**src/rtl/scalar_reorder_buffer_pkg.sv**
```systemverilog
// Shared types for the scalar reorder buffer: register index, data, hazard slot
// and the per-entry record held in the buffer.
package scalar_reorder_buffer_pkg;

    localparam int unsigned NUM_ENTRY_RB_S = 16;
    localparam int unsigned WIDTH_TAG_RB_S = $clog2(NUM_ENTRY_RB_S);
    localparam int unsigned WIDTH_INDEX    = 5;
    localparam int unsigned WIDTH_DATA     = 32;
    localparam int unsigned WIDTH_ISSUE_NO = 4;

    typedef logic [WIDTH_INDEX-1:0]    index_t;
    typedef logic [WIDTH_DATA-1:0]     data_t;
    typedef logic [WIDTH_ISSUE_NO-1:0] issue_no_t;
    typedef logic [WIDTH_TAG_RB_S-1:0] rob_tag_t;

    typedef struct packed {
        logic      v;
        logic      done;
        logic      we;
        index_t    dst;
        issue_no_t no;
        data_t     data;
    } rob_entry_t;

endpackage

```
**src/rtl/scalar_reorder_buffer_ptr_ctrl.sv**
```systemverilog
// Head/tail/count bookkeeping for the reorder buffer, with full/empty flags.
module rob_ptr_ctrl #(
    parameter int unsigned NUM_ENTRY = 16,
    parameter int unsigned WIDTH_TAG = $clog2(NUM_ENTRY)
) (
    input  logic                 clock,
    input  logic                 reset,
    input  logic                 flush,
    input  logic                 issue,
    input  logic                 commit,
    output logic [WIDTH_TAG-1:0] head,
    output logic [WIDTH_TAG-1:0] tail,
    output logic                 full,
    output logic                 empty
);

    logic [WIDTH_TAG:0] count;

    assign full  = (count == (WIDTH_TAG+1)'(NUM_ENTRY));
    assign empty = (count == '0);

    always_ff @(posedge clock) begin
        if (!reset) begin
            head  <= '0;
            tail  <= '0;
            count <= '0;
        end else if (flush) begin
            head  <= '0;
            tail  <= '0;
            count <= '0;
        end else begin
            head <= head + WIDTH_TAG'(commit);
            tail <= tail + WIDTH_TAG'(issue);
            // Simultaneous issue and commit cancel out.
            case ({issue, commit})
                2'b10:   count <= count + 1'b1;
                2'b01:   count <= count - 1'b1;
                default: count <= count;
            endcase
        end
    end

endmodule

```
**src/rtl/scalar_reorder_buffer.sv**
```systemverilog
// In-order commit buffer: allocates tags at issue, accepts out-of-order
// writebacks by tag, and retires completed entries strictly in issue order.
module scalar_reorder_buffer
    import scalar_reorder_buffer_pkg::*;
#(
    parameter int unsigned NUM_ENTRY = NUM_ENTRY_RB_S,
    parameter int unsigned WIDTH_TAG = $clog2(NUM_ENTRY)
) (
    input  logic                 clock,
    input  logic                 reset,
    input  logic                 I_Issue,
    input  logic                 I_Issue_We,
    input  index_t               I_Issue_Dst,
    input  issue_no_t            I_Issue_No,
    output logic [WIDTH_TAG-1:0] O_Issue_Tag,
    output logic                 O_Full,
    output logic                 O_Empty,
    input  logic                 I_WB,
    input  logic [WIDTH_TAG-1:0] I_WB_Tag,
    input  data_t                I_WB_Data,
    output logic                 O_Commit,
    output logic                 O_Commit_We,
    output index_t               O_Commit_Dst,
    output data_t                O_Commit_Data,
    output issue_no_t            O_Commit_No,
    input  logic                 I_Flush,
    output logic                 O_Err
);

    rob_entry_t           entries [NUM_ENTRY];
    rob_entry_t           head_entry;
    rob_entry_t           wb_entry;
    logic [WIDTH_TAG-1:0] head;
    logic [WIDTH_TAG-1:0] tail;
    logic                 issue_ok;
    logic                 wb_ok;
    logic                 err_set;

    rob_ptr_ctrl #(
        .NUM_ENTRY (NUM_ENTRY),
        .WIDTH_TAG (WIDTH_TAG)
    ) u_ptr (
        .clock  (clock),
        .reset  (reset),
        .flush  (I_Flush),
        .issue  (issue_ok),
        .commit (O_Commit),
        .head   (head),
        .tail   (tail),
        .full   (O_Full),
        .empty  (O_Empty)
    );

    assign head_entry = entries[head];
    assign wb_entry   = entries[I_WB_Tag];

    assign issue_ok = I_Issue & ~O_Full & ~I_Flush;
    assign wb_ok    = I_WB & wb_entry.v & ~wb_entry.done & ~I_Flush;
    // Flush overrides issue and writeback, so neither can raise an error then.
    assign err_set  = ~I_Flush & ((I_Issue & O_Full) |
                                  (I_WB & ~(wb_entry.v & ~wb_entry.done)));

    assign O_Issue_Tag   = tail;
    assign O_Commit      = head_entry.v & head_entry.done & ~I_Flush;
    assign O_Commit_We   = O_Commit & head_entry.we;
    assign O_Commit_Dst  = head_entry.dst;
    assign O_Commit_Data = head_entry.data;
    assign O_Commit_No   = head_entry.no;

    always_ff @(posedge clock) begin
        if (!reset) begin
            for (int unsigned i = 0; i < NUM_ENTRY; i++) begin
                entries[i] <= '0;
            end
            O_Err <= 1'b0;
        end else begin
            if (I_Flush) begin
                for (int unsigned i = 0; i < NUM_ENTRY; i++) begin
                    entries[i].v <= 1'b0;
                end
            end else begin
                // Issue, writeback and commit never target the same slot:
                // the tail slot is invalid and the head slot is already done.
                if (issue_ok) begin
                    entries[tail] <= '{v: 1'b1, done: 1'b0, we: I_Issue_We,
                                       dst: I_Issue_Dst, no: I_Issue_No,
                                       data: '0};
                end
                if (wb_ok) begin
                    entries[I_WB_Tag].done <= 1'b1;
                    entries[I_WB_Tag].data <= I_WB_Data;
                end
                if (O_Commit) begin
                    entries[head].v <= 1'b0;
                end
            end
            if (err_set) begin
                O_Err <= 1'b1;
            end
        end
    end

endmodule
```
**config.mk**
```make
export PLATFORM = sky130hd
export DESIGN_NAME = scalar_reorder_buffer
export DESIGN_NICKNAME = d
export VERILOG_FILES = /design/src/rtl/scalar_reorder_buffer_pkg.sv /design/src/rtl/scalar_reorder_buffer_ptr_ctrl.sv /design/src/rtl/scalar_reorder_buffer.sv
export SDC_FILE = /design/constraint.sdc
export NUM_CORES = 1
export LEC_CHECK = 0
export ABC_CLOCK_PERIOD_IN_PS = 4950
export CAP_MARGIN = 25
export CORE_ASPECT_RATIO = 0.7
export CORE_MARGIN = 3
export CORE_UTILIZATION = 50
export DETAILED_ROUTE_END_ITERATION = 8
export PLACE_DENSITY = 0.67
export SYNTH_ARGS = -nofsm -noshare
export SYNTH_HDL_FRONTEND = slang
export SYNTH_SLANG_ARGS = --single-unit
```
**constraint.sdc**
```tcl
create_clock -name clock -period 4.95 [get_ports clock]
set_clock_uncertainty 0.15 [all_clocks]
set_input_delay 1.2375 -clock clock [delete_from_list [all_inputs] [get_ports clock]]
set_output_delay 1.2375 -clock clock [all_outputs]
set_load 0.01 [all_outputs]
```
==> results of run 1 <==
## stage by stage
step	util [%]	hold slack, ns
floorplan	-	0.289
global placement	54.3	0.316
detailed placement	54.3	0.318
CTS	57.6	0.327
global route	57.6	0.345
finish	57.6	0.330
## logic make-up after synthesis
| logic type | count (synthesis) | share of synthesized area (%) |
|---|---|---|
| simple gates | 996 | 15.5 |
| xor+xnor | 6 | 0.160 |
| fa+ha+maj | 9 | 0.365 |
| mux | 229 | 15.5 |
| buf+inv | 206 | 2.94 |
| flops | 718 | 64.1 |
| compound gates | 72 | 1.41 |
## final timing paths
| kind | startpoint | to | cells after the start |
|---|---|---|---|
| worst max-delay path | u_ptr.head[0] | O_Commit_Data[2] | 4 |
| worst min-delay path | entries[9][43] | entries[9][43] | 2 |
| worst max register to register | u_ptr.head[3] | u_ptr.count[4] | 12 |
| worst min register to register | entries[9][43] | entries[9][43] | 2 |
## cell usage in the layout (no fill, tap or decap), types with 12 or more instances in the layout
cell,n
buf_4,44
dfxtp_1,42
buf_12,33
clkbuf_16,73
o21bai_4,16
nor2_1,245
a21oi_1,21
clkinv_2,12
and2_1,170
nor2b_1,125
and3_1,174
mux4_2,222
o21ai_0,16
nand2_1,210
clkinv_1,15
clkdlybuf4s50_1,100
nand3_1,25
edfxtp_1,672
## per-layer routing
metal | track usage (%) | up-vias | wire, um
met4 | 6.52 | 0 | 1900
met2 | 38.8 | 948 | 38700
met1 | 35.8 | 9980 | 34600
met3 | 4.98 | 122 | 7870
met5 | 0 | - | 0
li1 | - | 8430 | -
## where the power goes
group	total [mW]	switching, mW	internal (mW)
logic	0.584	0.359	0.225
clock network	5.06	2.23	2.83
registers	6.86	0.0520	6.81
## critical path, stage by stage, from the launching register on
cell	delay (ns)
dfxtp_4	0.65
buf_4	0.47
mux4_2	0.57
mux4_2	0.55
clkdlybuf4s50_1	0.51
## sequential cells by signal, indices dropped and copies added (netlist names)
name         count
entries        704
u_ptr.count      5
u_ptr.head       4
u_ptr.tail       4
O_Err            1
## final cells by class
type                    instances  area share (%)
clock inverters                35           0.645
repair buffers                177            5.32
inverters                       9          0.0902
multi-input cells            1312            29.6
clock buffers                  85            5.06
flip-flops and latches        718            56.4
well taps                     880            2.94
diodes                          1         0.00668
==> impl_metrics.json, run 1 <==
{
  "status": "finished clean",
  "grt_overflow": 0,
  "wl_per_cell_um": 25.8,
  "cp.arrival_ns": 3.38,
  "synth.area.top_cells": "edfxtp_1 61%, mux4_2 15%, and3_1 3.3%",
  "fin_setup_tns_ns": 0,
  "crit_path_max_fanout": 21,
  "path_clk_slew_ns": 0.06,
  "htreeDepth": 3,
  "place_ws_ns": 0.368,
  "vias_per_cell": 6.06,
  "critPathKind": "reg -> out",
  "first_pass_iters": 7,
  "vdd_ir_drop_max_mv": 0.228,
  "num-fill-cells": 5057,
  "synth_cells": 2236,
  "layout.cells.non_filler": 3217,
  "drc_errors": 0,
  "yosysWarnings": 0,
  "syn_to_final_growth_pct": 13.8,
  "yosys.area.top_type": "edfxtp_1",
  "ant_nets": 0,
  "syn_area_sq_um": 32900,
  "post_cts.repair.setup_buffers": 0,
  "initial_core_util_pct": 50.6,
  "dp.final_hpwl_mm": 48.6,
  "clock_path_buffers": 3,
  "maxCapViolations": 0,
  "synth_area_per_cell_sq_um": 14.7,
  "insertion_delay_ns": 0.60,
  "dieArea_sq_um": 69000,
  "placed_cells": 3095,
  "ys_top_cells_by_count": "672 x edfxtp_1, 246 x nor2_1, 222 x mux4_2",
  "power_density_nw_per_um2": 334,
  "synth_edf_count": 672,
  "ctsResizeCount": 0,
  "period_needed_ns": 4.77,
  "cts_root_buf": "clkbuf_16",
  "finalSetupViolCount": 0,
  "critPathRequiredTime_ns": 3.56,
  "finalCritPeriodShare_pct": 96.3,
  "crit_path_start_kind": "flip-flop",
  "ys_seq_elements": 718,
  "placed_area_sq_um": 35300,
  "synthArstFlopShare_pct": 0,
  "synthFlopType": "edfxtp_1",
  "reg2reg_slack_ns": 0.79,
  "hold_class": "reg -> reg",
  "portBuffers": 100,
  "num-nets-final": 2348,
  "antenna_found_initial": 1,
  "synth_top_area_share_pct": 61.3,
  "slew_headroom_pct": 33.5,
  "synth_most_common_cell": "edfxtp_1",
  "multi_input_area_sq_um": 11100,
  "cts_buffers": 70,
  "max_freq_mhz": 210,
  "synth_nets": 2296,
  "floorplan.io_pins": 101,
  "drt-total-wl_mm": 83.1,
  "cts_sinks": 718,
  "die_height_um": 221,
  "slew_viol_final": 0,
  "p_leak_nw": 12.7,
  "cts_tree": "yes",
  "synth.yosys.seq_area_share_pct": 64.1,
  "die_w_um": 313,
  "cts_hold_buf": 0,
  "ys_types": 51,
  "routed-via-count": 19480,
  "core_sq_um": 65000,
  "stdcell_area_sq_um": 37500,
  "drive_above_1_share_pct": 18.6,
  "hold_viol": 0,
  "tightestPinTransition_ns": 0.998,
  "grt_pass1_wl_mm": 127,
  "worst_slack_ns": 0.182,
  "rsz0062_at_grt": "false",
  "gp_congestion": 0.904,
  "dr.first_iter.drc_count": 2365,
  "rows": 78,
  "final-seq-area_sq_um": 21100,
  "total_power_mw": 12.5,
  "track_usage_pct": 24.7,
  "grt_max_degree": 97,
  "grt_pass1_vias": 20162,
  "crit_path_end_kind": "output port"
}
No activity file was read; power rests on OpenSTA's default activity.
==> inputs of run 2 (changes only) <==
--- a/config.mk
+++ b/config.mk
@@ -14,4 +14,5 @@
 export PLACE_DENSITY = 0.67
 export SYNTH_ARGS = -nofsm -noshare
 export SYNTH_HDL_FRONTEND = slang
+export SYNTH_HIERARCHICAL = 1
 export SYNTH_SLANG_ARGS = --single-unit
==> run 2 against run 1 <==
  * Final area rose by 0.93%
  * Critical path depth did not move
  * Hold slack improved by 0.0093 ns
  * Highest routed layer is now met5
  * Total power grew 2.5%
  * Final cell count rose by 1.5%
  * Clock power is 5.1% higher
  * Largest power group unchanged
  * Largest cell class unchanged
  * First-iteration DRC count grew 29%
  * Global-route usage rose by 2.2 points
==> impl_metrics.json, run 2 <==
{
  "status": "finished clean",
  "crit_path_end_kind": "output port",
  "internal-power_mw": 10.0,
  "grt_pass1_wl_mm": 139,
  "hold_class": "reg -> reg",
  "syn_area_sq_um": 33400,
  "htreeDepth": 3,
  "drt-total-wl_mm": 93.2,
  "num-fill-cells": 5062,
  "reg_top3": "entries (704), u_ptr/count (5)",
  "gp_congestion": 0.881,
  "cp_common_cell": "mux4_2",
  "critPathKind": "reg -> out",
  "synthFlopType": "edfxtp_1",
  "cts_root_buf": "clkbuf_16",
  "power_density_nw_per_um2": 339,
  "worst_slack_ns": 0.176,
  "synthArstFlopShare_pct": 0,
  "wl_per_cell_um": 28.5,
  "crit_path_start_kind": "flip-flop",
  "synthMuxAreaShare_pct": 15.2,
  "ctsResizeCount": 0,
  "layout.cells.non_filler": 3265,
  "cts_tree": "yes",
  "synth_compound_area_share_pct": 3.75,
  "synth_most_common_cell": "edfxtp_1",
  "hold_viol": 0,
  "ant_nets": 0,
  "grt_pass1_vias": 21090,
  "crit_path_max_fanout": 23,
  "slew_headroom_pct": 41.1,
  "finalCritPeriodShare_pct": 96.4,
  "cp.arrival_ns": 3.39,
  "path_clk_slew_ns": 0.06,
  "first_pass_iters": 6,
  "rsz0062_at_grt": "false",
  "regMostFlops": "entries",
  "drive_above_1_share_pct": 18.0,
  "placed_cells": 3138,
  "clock_path_buffers": 3,
  "grt_overflow": 0,
  "yosys.area.top_type": "edfxtp_1",
  "synth_nets": 2408,
  "post_cts.repair.setup_buffers": 0,
  "final_cell_mix": "672 x edfxtp_1, 266 x and3_1, 221 x mux4_2, 211 x nor2_1, 148 x a21oi_1",
  "floorplan.io_pins": 101,
  "routed-via-count": 21415,
  "period_needed_ns": 4.77,
  "p_leak_nw": 13.1,
  "finalSetupViolCount": 0,
  "yosysWarnings": 6,
  "max_freq_mhz": 209,
  "die_w_um": 315,
  "rows": 78,
  "ys_types": 59,
  "fin_setup_tns_ns": 0,
  "critPathRequiredTime_ns": 3.56,
  "dieArea_sq_um": 70000,
  "portBuffers": 100,
  "largest_reg_flops": 704,
  "synth_area_per_cell_sq_um": 14.2,
  "track_usage_pct": 26.9,
  "synth.yosys.seq_area_share_pct": 63.2,
  "place_ws_ns": 0.358,
  "antenna_found_initial": 4,
  "synth_top_area_share_pct": 60.4,
  "slowest_delay_ns": 0.68,
  "swShare_pct": 21.8,
  "tightestPinTransition_ns": 0.884,
  "drc_errors": 0,
  "switchingPower_mw": 2.79,
  "p_comb_share_pct": 5.0,
  "syn_to_final_growth_pct": 13.2,
  "crit_family": "multiplexers",
  "ys_top_cells_by_count": "672 x edfxtp_1, 266 x and3_1, 221 x mux4_2",
  "slowest_stage": "dfxtp_4",
  "power_frac_clock_pct": 41.5,
  "p_seq_share_pct": 53.6,
  "synth.area.top_cells": "edfxtp_1 60%, mux4_2 15%, and3_1 5.0%",
  "synthXorXnorAreaFrac_pct": 0.184,
  "ys_seq_elements": 718,
  "vdd_ir_drop_max_mv": 0.242,
  "grt_max_degree": 129,
  "cts_hold_buf": 0,
  "insertion_delay_ns": 0.61,
  "die_height_um": 222,
  "vias_per_cell": 6.56,
  "synth_edf_count": 672,
  "cp_num_buf_inv": 2,
  "maxCapViolations": 0,
  "core_sq_um": 65400,
  "synth_top_family_by_area": "multiplexers",
  "num-nets-final": 2389,
  "slew_viol_final": 0,
  "cts_buffers": 70,
  "synth-simple-area-share_pct": 13.9,
  "synth_cells": 2349,
  "dp.final_hpwl_mm": 52.6,
  "dr.first_iter.drc_count": 3053,
  "synthAdderAreaFrac_pct": 0.300,
  "path_cells": "buf_4, mux4_2, mux4_2, clkdlybuf4s50_1",
  "final_common_cell": "edfxtp_1",
  "cts_sinks": 718,
  "initial_core_util_pct": 51.1
}
-- run 2: changes by cell type after synthesis, sizes merged, moves of 13 or more --
cell	delta
a21oi	+124
nand3	+118
nor2b	-117
and3	+92
nand2	-83
and2	-74
clkbuf	+55
nor2	-30
o21bai	-13
-- run 2: worst min-delay path, cell delays in order (launching register included) --
cell,delay (ns)
dfxtp_1,0.32
inv_1,0.06
o32ai_1,0.06
-- run 2: layout make-up --
class | instances | area [sq um] | share of cell area, %
flip-flops and latches | 718 | 21100 | 55.9
multi-input cells | 1359 | 11400 | 30.2
repair buffers | 171 | 1900 | 5.01
clock buffers | 88 | 1870 | 4.95
well taps | 880 | 1100 | 2.91
clock inverters | 36 | 349 | 0.923
inverters | 10 | 37.5 | 0.0993
diodes | 3 | 7.51 | 0.0199
-- run 2: final timing paths --
path,start,to,slack (ns),cells after the start
min,entries[8][42],entries[8][42],0.34,2
min reg2reg,entries[8][42],entries[8][42],0.34,2
max reg2reg,u_ptr/head[3],u_ptr/count[4],0.96,10
max,u_ptr/head[0],O_Commit_Data[27],0.18,4
-- run 2: kinds of logic (layout without fill, tap and decap cells) --
| family | count (synthesis) | count (layout) |
|---|---|---|
| AOI/OAI and AO/OA | 212 | 212 |
| xor gates and xnor gates | 7 | 7 |
| adders and majority gates | 8 | 8 |
| buffers and inverters | 272 | 305 |
| DFF | 718 | 718 |
| muxes | 228 | 228 |
| other | 0 | 3 |
| and+or+nand+nor | 904 | 904 |
-- run 2: metrics by stage --
step	utilization, %	area [sq um]	hold WS [ns]	total power, mW
after detailed placement	54.4	35600	0.326	7.62
final	57.8	37800	0.339	12.8
after CTS	57.8	37800	0.338	12.9
after global placement	54.4	35600	0.309	7.60
after global routing	57.8	37800	0.377	13.2
after floorplan	-	33400	0.294	7.28
-- run 2: layer usage --
layer  vias to the layer above  part of all wire (%)  global-route usage, %  wire (um)
met4                         2                   2.3                   6.33       2100
met3                       154                    12                   7.20      11500
met2                      1392                    44                   38.8      41200
li1                       8983                     -                      -          -
met5                         -                 0.014                      0         13
met1                     10884                    41                   40.9      38300
-- run 2: power groups by stage --
stage	Sequential, mW	Combinational, mW	Clock (mW)
5_1_grt	6.88	0.662	5.64
6_report	6.87	0.636	5.32
4_1_cts	6.87	0.628	5.38
3_3_place_gp	6.98	0.620	0
3_5_place_dp	7.00	0.626	0
2_1_floorplan	6.98	0.303	0
==> inputs of run 3 (changes only) <==
--- a/config.mk
+++ b/config.mk
@@ -14,5 +14,4 @@
 export PLACE_DENSITY = 0.67
 export SYNTH_ARGS = -nofsm -noshare
 export SYNTH_HDL_FRONTEND = slang
-export SYNTH_HIERARCHICAL = 1
 export SYNTH_SLANG_ARGS = --single-unit
==> results of run 3 <==
No change in the layout: final DEF, timing and power equal those of run 1.
